### src/rtl/seq_alu_if.sv
// Handshake and operand/result bundle between the control unit and seq_alu.
interface seq_alu_if #(
    parameter int WIDTH = 32
);
    logic [WIDTH-1:0] A;
    logic [WIDTH-1:0] B;
    logic [4:0]       FunSel;
    logic             WF;
    logic             Start;
    logic             Busy;
    logic             Done;
    logic [WIDTH-1:0] ALUOut;
    logic [WIDTH-1:0] HiOut;
    logic [3:0]       FlagsOut;

    // The control unit drives requests and watches Busy/Done and the results
    modport master (
        output A, B, FunSel, WF, Start,
        input  Busy, Done, ALUOut, HiOut, FlagsOut
    );

    // The ALU consumes requests and produces registered results
    modport slave (
        input  A, B, FunSel, WF, Start,
        output Busy, Done, ALUOut, HiOut, FlagsOut
    );
endinterface

### src/rtl/seq_alu.sv
// Registered datapath ALU: 16 single-cycle ops plus iterative unsigned
// multiply (shift-add) and divide (restoring), one bit per cycle.
// Flags are {Z,C,N,O}; bits an op does not define keep their old value.
module seq_alu #(
    parameter int WIDTH = 32,
    parameter int CNT_W = $clog2(WIDTH) + 1
) (
    input  logic     Clock,
    input  logic     Reset,
    seq_alu_if.slave bus
);

    typedef enum logic {
        IDLE = 1'b0,
        ITER = 1'b1
    } state_t;

    state_t           state_q, state_d;
    logic [CNT_W-1:0] cnt_q, cnt_d;
    logic [WIDTH-1:0] acc_q, acc_d;
    logic [WIDTH-1:0] q_q, q_d;
    logic [WIDTH-1:0] opnd_q, opnd_d;
    logic             div_q, div_d;
    logic             wf_q, wf_d;
    logic [WIDTH-1:0] alu_out_q, alu_out_d;
    logic [WIDTH-1:0] hi_out_q, hi_out_d;
    logic [3:0]       flags_q, flags_d;
    logic             done_q, done_d;
    logic             busy;

    logic             accept;
    logic             is_multi;
    logic             last_step;
    logic [3:0]       sc_op;
    logic             c_in;
    logic [WIDTH:0]   sc_sum;
    logic [WIDTH-1:0] sc_res;
    logic             sc_c;
    logic             sc_o;

    logic [WIDTH:0]   mul_sum;
    logic [WIDTH:0]   div_shift;
    logic [WIDTH:0]   div_diff;
    logic [WIDTH-1:0] step_acc;
    logic [WIDTH-1:0] step_q;

    // Reserved multi-cycle codes fall back to single-cycle op 0000 (pass A)
    assign accept    = (state_q == IDLE) && bus.Start;
    assign is_multi  = bus.FunSel[4] && (bus.FunSel[3:1] == 3'b000);
    assign sc_op     = bus.FunSel[4] ? 4'd0 : bus.FunSel[3:0];
    assign c_in      = flags_q[2];
    assign last_step = (cnt_q == CNT_W'(1));

    // Single-cycle result plus its carry/overflow candidates (held unless the op defines them)
    always_comb begin
        sc_sum = '0;
        sc_res = bus.A;
        sc_c   = c_in;
        sc_o   = flags_q[0];
        case (sc_op)
            4'b0000: sc_res = bus.A;
            4'b0001: sc_res = bus.B;
            4'b0010: sc_res = ~bus.A;
            4'b0011: sc_res = ~bus.B;
            4'b0100, 4'b0101: begin
                sc_sum = {1'b0, bus.A} + {1'b0, bus.B}
                       + {{WIDTH{1'b0}}, (sc_op == 4'b0101) & c_in};
                sc_res = sc_sum[WIDTH-1:0];
                sc_c   = sc_sum[WIDTH];
                sc_o   = (bus.A[WIDTH-1] == bus.B[WIDTH-1])
                       && (sc_res[WIDTH-1] != bus.A[WIDTH-1]);
            end
            4'b0110: begin
                sc_sum = {1'b0, bus.A} - {1'b0, bus.B};
                sc_res = sc_sum[WIDTH-1:0];
                sc_c   = sc_sum[WIDTH];
                sc_o   = (bus.A[WIDTH-1] != bus.B[WIDTH-1])
                       && (sc_res[WIDTH-1] != bus.A[WIDTH-1]);
            end
            4'b0111: sc_res = bus.A & bus.B;
            4'b1000: sc_res = bus.A | bus.B;
            4'b1001: sc_res = bus.A ^ bus.B;
            4'b1010: sc_res = ~(bus.A & bus.B);
            4'b1011: begin
                sc_res = {bus.A[WIDTH-2:0], 1'b0};
                sc_c   = bus.A[WIDTH-1];
            end
            4'b1100: begin
                sc_res = {1'b0, bus.A[WIDTH-1:1]};
                sc_c   = bus.A[0];
            end
            4'b1101: begin
                sc_res = {bus.A[WIDTH-1], bus.A[WIDTH-1:1]};
                sc_c   = bus.A[0];
            end
            4'b1110: begin
                sc_res = {bus.A[WIDTH-2:0], c_in};
                sc_c   = bus.A[WIDTH-1];
            end
            default: begin
                sc_res = {c_in, bus.A[WIDTH-1:1]};
                sc_c   = bus.A[0];
            end
        endcase
    end

    // One iteration step: acc holds the product high half / partial remainder, q the low half / quotient
    always_comb begin
        mul_sum   = {1'b0, acc_q} + (q_q[0] ? {1'b0, opnd_q} : '0);
        div_shift = {acc_q, q_q[WIDTH-1]};
        div_diff  = div_shift - {1'b0, opnd_q};
        if (div_q) begin
            if (!div_diff[WIDTH]) begin
                step_acc = div_diff[WIDTH-1:0];
                step_q   = {q_q[WIDTH-2:0], 1'b1};
            end else begin
                step_acc = div_shift[WIDTH-1:0];
                step_q   = {q_q[WIDTH-2:0], 1'b0};
            end
        end else begin
            step_acc = mul_sum[WIDTH:1];
            step_q   = {mul_sum[0], q_q[WIDTH-1:1]};
        end
    end

    // State register; reset discards any op in flight
    always_ff @(posedge Clock or negedge Reset) begin
        if (!Reset) begin
            state_q <= IDLE;
        end else begin
            state_q <= state_d;
        end
    end

    // Next state: only multiply/divide leave IDLE, and they return after the last step
    always_comb begin
        state_d = state_q;
        case (state_q)
            IDLE:    if (accept && is_multi) state_d = ITER;
            ITER:    if (last_step) state_d = IDLE;
            default: state_d = IDLE;
        endcase
    end

    // FSM output: Busy follows the iterating state, so a Start while busy is never seen by accept
    always_comb begin
        busy = (state_q == ITER);
    end

    // Datapath next values: latch operands, iterate, or commit results and pulse Done
    always_comb begin
        cnt_d     = cnt_q;
        acc_d     = acc_q;
        q_d       = q_q;
        opnd_d    = opnd_q;
        div_d     = div_q;
        wf_d      = wf_q;
        alu_out_d = alu_out_q;
        hi_out_d  = hi_out_q;
        flags_d   = flags_q;
        done_d    = 1'b0;
        if (accept) begin
            if (is_multi) begin
                div_d  = bus.FunSel[0];
                opnd_d = bus.FunSel[0] ? bus.B : bus.A;
                q_d    = bus.FunSel[0] ? bus.A : bus.B;
                acc_d  = '0;
                cnt_d  = CNT_W'(WIDTH);
                wf_d   = bus.WF;
            end else begin
                alu_out_d = sc_res;
                hi_out_d  = '0;
                done_d    = 1'b1;
                if (bus.WF) begin
                    flags_d = {(sc_res == '0), sc_c, sc_res[WIDTH-1], sc_o};
                end
            end
        end else if (busy) begin
            acc_d = step_acc;
            q_d   = step_q;
            cnt_d = cnt_q - CNT_W'(1);
            if (last_step) begin
                alu_out_d = step_q;
                hi_out_d  = step_acc;
                done_d    = 1'b1;
                if (wf_q) begin
                    if (div_q) begin
                        flags_d = {(step_q == '0), flags_q[2], step_q[WIDTH-1], (opnd_q == '0)};
                    end else begin
                        flags_d = {((step_acc == '0) && (step_q == '0)), flags_q[2],
                                   step_acc[WIDTH-1], flags_q[0]};
                    end
                end
            end
        end
    end

    // Datapath and result registers
    always_ff @(posedge Clock or negedge Reset) begin
        if (!Reset) begin
            cnt_q     <= '0;
            acc_q     <= '0;
            q_q       <= '0;
            opnd_q    <= '0;
            div_q     <= 1'b0;
            wf_q      <= 1'b0;
            alu_out_q <= '0;
            hi_out_q  <= '0;
            flags_q   <= '0;
            done_q    <= 1'b0;
        end else begin
            cnt_q     <= cnt_d;
            acc_q     <= acc_d;
            q_q       <= q_d;
            opnd_q    <= opnd_d;
            div_q     <= div_d;
            wf_q      <= wf_d;
            alu_out_q <= alu_out_d;
            hi_out_q  <= hi_out_d;
            flags_q   <= flags_d;
            done_q    <= done_d;
        end
    end

    assign bus.Busy     = busy;
    assign bus.Done     = done_q;
    assign bus.ALUOut   = alu_out_q;
    assign bus.HiOut    = hi_out_q;
    assign bus.FlagsOut = flags_q;

endmodule
### src/flat_wrapper.sv
// flat-port wrapper written by rule: the top's interface ports become plain ports
module seq_alu_flat 
#(
    parameter int WIDTH = 32,
    parameter int CNT_W = $clog2(WIDTH) + 1
)
  (Clock, Reset, bus_A, bus_B, bus_FunSel, bus_WF, bus_Start, bus_Busy, bus_Done, bus_ALUOut, bus_HiOut, bus_FlagsOut);
  seq_alu_if #(.WIDTH(WIDTH)) bus_i ();
  input  logic Clock;
  input  logic Reset;
  input wire logic [$bits(bus_i.A)-1:0] bus_A;
  input wire logic [$bits(bus_i.B)-1:0] bus_B;
  input wire logic [$bits(bus_i.FunSel)-1:0] bus_FunSel;
  input wire logic [$bits(bus_i.WF)-1:0] bus_WF;
  input wire logic [$bits(bus_i.Start)-1:0] bus_Start;
  output wire logic [$bits(bus_i.Busy)-1:0] bus_Busy;
  output wire logic [$bits(bus_i.Done)-1:0] bus_Done;
  output wire logic [$bits(bus_i.ALUOut)-1:0] bus_ALUOut;
  output wire logic [$bits(bus_i.HiOut)-1:0] bus_HiOut;
  output wire logic [$bits(bus_i.FlagsOut)-1:0] bus_FlagsOut;
  assign bus_i.A = bus_A;
  assign bus_i.B = bus_B;
  assign bus_i.FunSel = bus_FunSel;
  assign bus_i.WF = bus_WF;
  assign bus_i.Start = bus_Start;
  assign bus_Busy = bus_i.Busy;
  assign bus_Done = bus_i.Done;
  assign bus_ALUOut = bus_i.ALUOut;
  assign bus_HiOut = bus_i.HiOut;
  assign bus_FlagsOut = bus_i.FlagsOut;
  seq_alu #(.WIDTH(WIDTH), .CNT_W(CNT_W)) u_core (.Clock(Clock), .Reset(Reset), .bus(bus_i));
endmodule
### config.mk
export PLATFORM = sky130hd
export DESIGN_NAME = seq_alu_flat
export DESIGN_NICKNAME = d
export VERILOG_FILES = /design/src/rtl/seq_alu_if.sv /design/src/rtl/seq_alu.sv /design/src/flat_wrapper.sv
export SDC_FILE = /design/constraint.sdc
export NUM_CORES = 1
export LEC_CHECK = 0
export ABC_AREA = 1
export BUFFER_PORTS_ARGS = -buffer_cell sky130_fd_sc_hd__buf_2
export CAP_MARGIN = 40
export CORE_MARGIN = 3
export CORE_UTILIZATION = 45
export DETAILED_ROUTE_END_ITERATION = 16
export GPL_TIMING_DRIVEN = 0
export SYNTH_ARGS = -nofsm -noshare
export SYNTH_HDL_FRONTEND = slang
export SYNTH_SLANG_ARGS = --single-unit
### constraint.sdc
create_clock -name Clock -period 6.9 [get_ports Clock]
set_input_delay 0.69 -clock Clock [delete_from_list [all_inputs] [get_ports Clock]]
set_output_delay 0.69 -clock Clock [all_outputs]
set_load 0.01 [all_outputs]
==> results of run 1 <==
sequential cells by signal, indices dropped and copies added (netlist names):
name / flops
u_core.bus.ALUOut: 32
u_core.bus.Busy: 1
u_core.cnt_q: 6
u_core.div_q: 1
u_core.bus.Done: 1
u_core.opnd_q: 32
u_core.wf_q: 1
u_core.bus.FlagsOut: 4
u_core.q_q: 32
u_core.acc_q: 32
u_core.bus.HiOut: 32
worst reg2reg max path, stage by stage, from the launching register on:
cell and delay, ns:
dfrtp_1 0.36, clkbuf_1 0.23, clkbuf_1 0.36, nand2_1 0.14, inv_1 0.05, ha_1 0.24
fa_1 0.47, nand2_1 0.11, o21ai_1 0.12, nand2_1 0.09, nand2_1 0.22, a21oi_1 0.42
or2_2 0.19, a21oi_1 0.13, nor2_1 0.54, nand2_1 0.10, nor2_1 0.18, nand2_1 0.07
nor2_1 0.48, nand2_1 0.25, nand2_1 0.14, nand2_1 0.05, a21oi_1 0.16
Yosys cell counts (25+ instances only):
master and count:
o211ai_1 38, o22ai_1 48, nand2_1 1204, nor3_1 25, nor2_1 406, or2_2 33, dfrtp_1 174, buf_2 38
nand3_1 316, inv_1 518, o21ai_0 292, ha_1 162, clkbuf_1 86, nand4_1 55, a31oi_1 30, a21oi_1 172
metrics by stage:
stage               hold WS (ns)  power, W  instance area (µm²)  cells  utilization [%]
finish                     0.199   0.00283                23900   4573             50.6
global route               0.248   0.00294                23900   4573             50.6
CTS                        0.218   0.00281                23900   4573             50.6
detailed placement         0.461   0.00174                23200   4541             49.3
global placement           0.459   0.00174                23200   4538             49.2
floorplan                  0.394   0.00147                21700   3793                -
final cells by class:
class | count | area share, %
sequential | 174 | 18.2
tap | 607 | 3.18
clock inverter | 12 | 0.770
inverter | 525 | 8.25
timing repair buffer | 141 | 3.13
buffer | 143 | 2.64
clock buffer | 20 | 1.87
multi-input combinational | 2951 | 61.9
report_power, final:
group | switching (W) | internal (W)
clock network | 0.000463 | 0.000621
logic | 0.000535 | 0.000195
registers | 0 | 0.00102
total | 0.000998 | 0.00183
layer usage:
layer / share of wire, % / track usage, % / vias up
li1: - / - / 12600
met1: 38 / 46.0 / 12000
met2: 46 / 66.7 / 1294
met3: 7.5 / 5.85 / 365
met4: 8.7 / 29.3 / 0
met5: 0 / 0 / -
final timing paths:
check | end | start
max | u_core.bus.FlagsOut[3] | u_core.q_q[0]
max reg2reg | u_core.bus.FlagsOut[3] | u_core.q_q[0]
min reg2reg | u_core.bus.ALUOut[3] | u_core.bus.ALUOut[3]
max in group asynchronous | u_core.opnd_q[24] | Reset
min | u_core.bus.HiOut[5] | Reset
min in group Clock | u_core.bus.ALUOut[3] | u_core.bus.ALUOut[3]
cell families after synthesis:
family | count (synthesis) | synth area share, %
buffers and inverters | 668 | 12.0
adder cells (fa/ha/maj) | 167 | 9.79
flip-flops | 174 | 20.0
XOR/XNOR | 20 | 0.806
AO/OA/AOI/OAI | 645 | 16.5
AND/OR/NAND/NOR | 2119 | 40.9
==> impl_metrics.tcl, run 1 <==
set metrics [dict create \
    die_x_um 226 \
    start_util_pct 46.1 \
    synth_edf_count 0 \
    vias_per_cell 5.75 \
    clock_sink_count 174 \
    crit_path_top_delay_cell "nor2_1" \
    ys.flop_type "dfrtp_1" \
    drcViolationCount 0 \
    cts_resized 0 \
    pin_count 143 \
    syn_area_um2 21700 \
    nNetsFinal 4193 \
    cts_tree "done" \
    grt_setup_unrepaired "no" \
    dpl.hpwl_mm 85.5 \
    cts_buffers 17 \
    clockBufferDepth 2 \
    fin_skew_ns 0.0151 \
    reg2reg_slack_ns 1.71 \
    fin_crit_ns 5.19 \
    htreeDepth 4 \
    setup_viol_count_final 0 \
    yosys_warnings 0 \
    worst_slew_pin_slew_ns 0.915 \
    maxCapViolations 0 \
    peakVddDrop_uv 178 \
    status "finished, final reports clean" \
    post-synth-top-area-fraction_pct 20.8 \
    hold_buffers 0 \
    ys_seq_area_share_pct 20.0 \
    cp.depth 22 \
    seqCellArea_um2 4350 \
    yosysTopAreaCell "nand2_1" \
    synth_cell_type_count 51 \
    drt_pre_antenna_iters 7 \
    grt_overflow 0 \
    drive_gt1_share_pct 7.29 \
    grt_pass1_wl_mm 152 \
    gp_congestion 1.01 \
    p_leak_nw 12.6 \
    achievable-frequency_mhz 193 \
    fin_ws_ns 1.71 \
    crit_top_cell "nand2_1" \
    num_vias 26300 \
    synth-async-reset-ratio_pct 100 \
    synth_seq_cells 174 \
    crit_fanout 10 \
    cp_top_family "simple AND/OR/NAND/NOR gates" \
    clk_latency_ns 0.47 \
    core-area_um2 47100 \
    hold_viol_final 0 \
    die_area_um2 51000 \
    path_cells "clkbuf_1, clkbuf_1, nand2_1, inv_1, ha_1, fa_1, nand2_1, o21ai_1, nand2_1, nand2_1, a21oi_1, or2_2, a21oi_1, nor2_1, nand2_1, nor2_1, nand2_1, nor2_1, nand2_1, nand2_1, nand2_1, a21oi_1" \
    nFillCells 5383 \
    power-per-cell-area_nw_per_um2 119 \
    setup_tns_ns 0 \
    root_buffer "clkbuf_16" \
    cts.reportedPaths.clkPinSlew_ns 0.07 \
    multiInputGateArea_um2 14800 \
    first_global_vias 25600 \
    numPortBuffers 138 \
    dp_slack_ns 1.95 \
    syn_avg_cell_area_um2 5.73 \
    slowest_delay_ns 0.54 \
    cp-end-kind "flip-flop" \
    syn_inst 3793 \
    start_kind "flip-flop" \
    final_common_cell "nand2_1" \
    worstHoldPathType "in -> async" \
    n_antenna_cell 0 \
    wl_per_cell_um 22.4 \
    area_growth_pct 9.84 \
    antenna_left 0 \
    wl_mm 102 \
    cp.required_ns 7.29 \
    ys_top_cells_by_area "nand2_1, dfrtp_1, ha_1, inv_1, nand3_1" \
    antenna_found_initial 0 \
    worstSetupPathType "reg -> reg" \
    grt_use_total_pct 39.7 \
    slew_headroom_pct 39.0 \
    grt_max_degree 93 \
    worst-path-buf-inv 3 \
    rows 79 \
    period_share_pct 75.3 \
    cts_setup_buffers 0 \
    syn-num-nets 4033 \
    final_cell_mix "nand2_1, inv_1, nor2_1" \
    slew_violations 0 \
    ff2ff_path_depth 22 \
    drtIter0Drc 2480 \
    cp_data_arrival_time_ns 5.58 \
    fp.dieH_um 226 \
]
No activity file was read; power rests on OpenSTA's default activity.
==> run 2, diff against run 1 <==
- clock period: 6.9 -> 4.4 ns (I/O delays scaled with it)
==> run 2 against run 1 <==
Effect of this change: cell count unchanged; critical path depth up 2; sequential power increased by 57%; global-route usage is essentially flat; count of clock-buffer cells in the layout stayed put; sequential share of layout area about the same; worst hold slack improved by 0.11 ns; total power is 57% higher; wire length about the same; highest routed layer unchanged.
==> impl_metrics.tcl, run 2 (synthesized netlist as in run 1, its figures left out) <==
set metrics [dict create \
    cp_top_family "simple AND/OR/NAND/NOR gates" \
    root_buffer "clkbuf_16" \
    crit_top_cell "nand2_1" \
    power-per-cell-area_nw_per_um2 186 \
    slowest_delay_ns 0.51 \
    p_leak_nw 12.6 \
    clockBufferDepth 2 \
    grt_max_degree 93 \
    vias_per_cell 5.76 \
    fp.dieH_um 226 \
    pwr-share-comb_pct 25.8 \
    slew_violations 0 \
    numPortBuffers 138 \
    worst_slew_pin_slew_ns 0.905 \
    slew_headroom_pct 39.7 \
    setup_tns_ns 0 \
    period_share_pct 93.9 \
    die_x_um 226 \
    core-area_um2 47100 \
    worstHoldPathType "in -> reg" \
    n_antenna_cell 0 \
    start_util_pct 46.1 \
    grt_use_total_pct 39.7 \
    gp_congestion 1.01 \
    crit_path_top_delay_cell "fa_1" \
    whs_path_depth 3 \
    cts_tree "done" \
    worst-path-buf-inv 3 \
    power.net_switching_w 0.00157 \
    start_kind "input port" \
    nNetsFinal 4193 \
    cp.required_ns 4.79 \
    hold_viol_final 0 \
    fin_ws_ns 0.268 \
    maxCapViolations 0 \
    crit_fanout 10 \
    final_cell_mix "nand2_1, inv_1, nor2_1" \
    peakVddDrop_uv 281 \
    grt_pass1_wl_mm 152 \
    status "finished, final reports clean" \
    cts.reportedPaths.clkPinSlew_ns 0.07 \
    ff2ff_path_depth 23 \
    power_switching_share_pct 35.3 \
    rows 79 \
    p_int_w 0.00288 \
    htreeDepth 4 \
    area_growth_pct 10.1 \
    drive_gt1_share_pct 7.51 \
    min_to "u_core.wf_q" \
    path_cells "buf_2, inv_2, nand2_1, nor2_4, nand3_1, fa_1, fa_1, inv_1, nand3_1, nand3_1, nand2_1, nand2_1, nand2_1, nand2_1, nand2_1, nand3_1, nand4_1, nor2_1, nand3_1, nor2_2, nand4_1, nor2_1, nor2_1, a21oi_1" \
    achievable-frequency_mhz 242 \
    clk_latency_ns 0.47 \
    setup_viol_count_final 0 \
    antenna_found_initial 0 \
    dpl.hpwl_mm 85.5 \
    min_from "bus_WF" \
    timing.rr.end "u_core.bus.FlagsOut[3]" \
    worstSetupPathType "in -> reg" \
    antenna_left 0 \
    num_vias 26300 \
    grt_overflow 0 \
    cp_data_arrival_time_ns 4.52 \
    first_global_vias 25600 \
    fin_crit_ns 4.13 \
    drcViolationCount 0 \
    wl_per_cell_um 22.4 \
    cts_buffers 17 \
    pin_count 143 \
    nFillCells 5385 \
    reg2reg_slack_ns 0.36 \
    die_area_um2 51000 \
    cp-end-kind "flip-flop" \
    dp_slack_ns -0.523 \
    clkPwrFrac_pct 38.3 \
    grt_setup_unrepaired "no" \
    cts_setup_buffers 0 \
    drt_pre_antenna_iters 6 \
    final_common_cell "nand2_1" \
    clock_sink_count 174 \
    cp.depth 24 \
    drtIter0Drc 2515 \
    rr_startpoint "u_core.q_q[0]" \
    wl_mm 102 \
    fin_skew_ns 0.0147 \
    seq_power_share_pct 36.0 \
]
run 2: how the worst max path moves through the flow:
stage | startpoint | to
2_1_floorplan | bus_FunSel[0] | u_core.bus.FlagsOut[3]
3_3_place_gp | u_core.q_q[0] | u_core.bus.FlagsOut[3]
3_5_place_dp | u_core.q_q[0] | u_core.bus.FlagsOut[3]
4_1_cts | u_core.q_q[0] | u_core.bus.FlagsOut[3]
5_1_grt | bus_FunSel[4] | u_core.bus.FlagsOut[3]
6_report | bus_FunSel[4] | u_core.bus.FlagsOut[3]
run 2: final cells by class:
type	count	area [µm²]	share of cell area [%]
buffer	142	628	2.63
clock buffer	20	447	1.87
clock inverter	12	184	0.769
inverter	525	1970	8.24
multi-input combinational	2951	14800	62.0
sequential	174	4350	18.2
tap	607	759	3.17
timing repair buffer	142	758	3.17
run 2: power groups by stage:
stage,clock [W],sequential [W],combinational [W]
floorplan,0,0.00163,0.000681
CTS,0.00170,0.00160,0.00110
finish,0.00170,0.00160,0.00115
global route,0.00175,0.00160,0.00126
global placement,0,0.00163,0.00110
detailed placement,0,0.00163,0.00110
run 2: worst register-to-register path, cell delays in order, from the launching register on:
cell      delay [ns]
dfrtp_1         0.54
clkbuf_2        0.36
nand2_1         0.09
inv_1           0.06
ha_1            0.26
fa_1            0.29
nand2_1         0.09
o21ai_1         0.28
nand2_1         0.08
nand2_1         0.14
inv_1           0.10
o21ai_1         0.27
nand2_1         0.20
nand3_1         0.13
nand3_1         0.10
nand2_1         0.16
nand2_1         0.06
nor2_1          0.14
nand2_1         0.08
nor2_1          0.09
nand2_1         0.13
nand2_1         0.11
nand2_1         0.05
a21oi_1         0.16
run 2: timing repair:
| action | in CTS | in global routing |
|---|---|---|
| hold buffers | 1 | 0 |
| resized for setup | 5 | 9 |
| setup endpoints to repair | 1 | 1 |
| hold endpoints to repair | 26 | 0 |
run 2: metal layers:
| layer | track usage (%) | routed length (µm) |
|---|---|---|
| met1 | 46.0 | 39400 |
| met2 | 66.7 | 46800 |
| met3 | 5.85 | 7480 |
| met4 | 29.3 | 8840 |
| met5 | 0 | 0 |
run 2: stage by stage:
step           total power, W  std cells  utilization, %  cell area [µm²]  hold slack, ns
5_1_grt               0.00461       4573            50.7            23900           0.311
3_3_place_gp          0.00273       4538            49.2            23200           0.459
6_report              0.00444       4573            50.7            23900           0.305
2_1_floorplan         0.00231       3793               -            21700           0.144
4_1_cts               0.00440       4574            50.7            23900           0.290
3_5_place_dp          0.00273       4541            49.3            23200           0.461
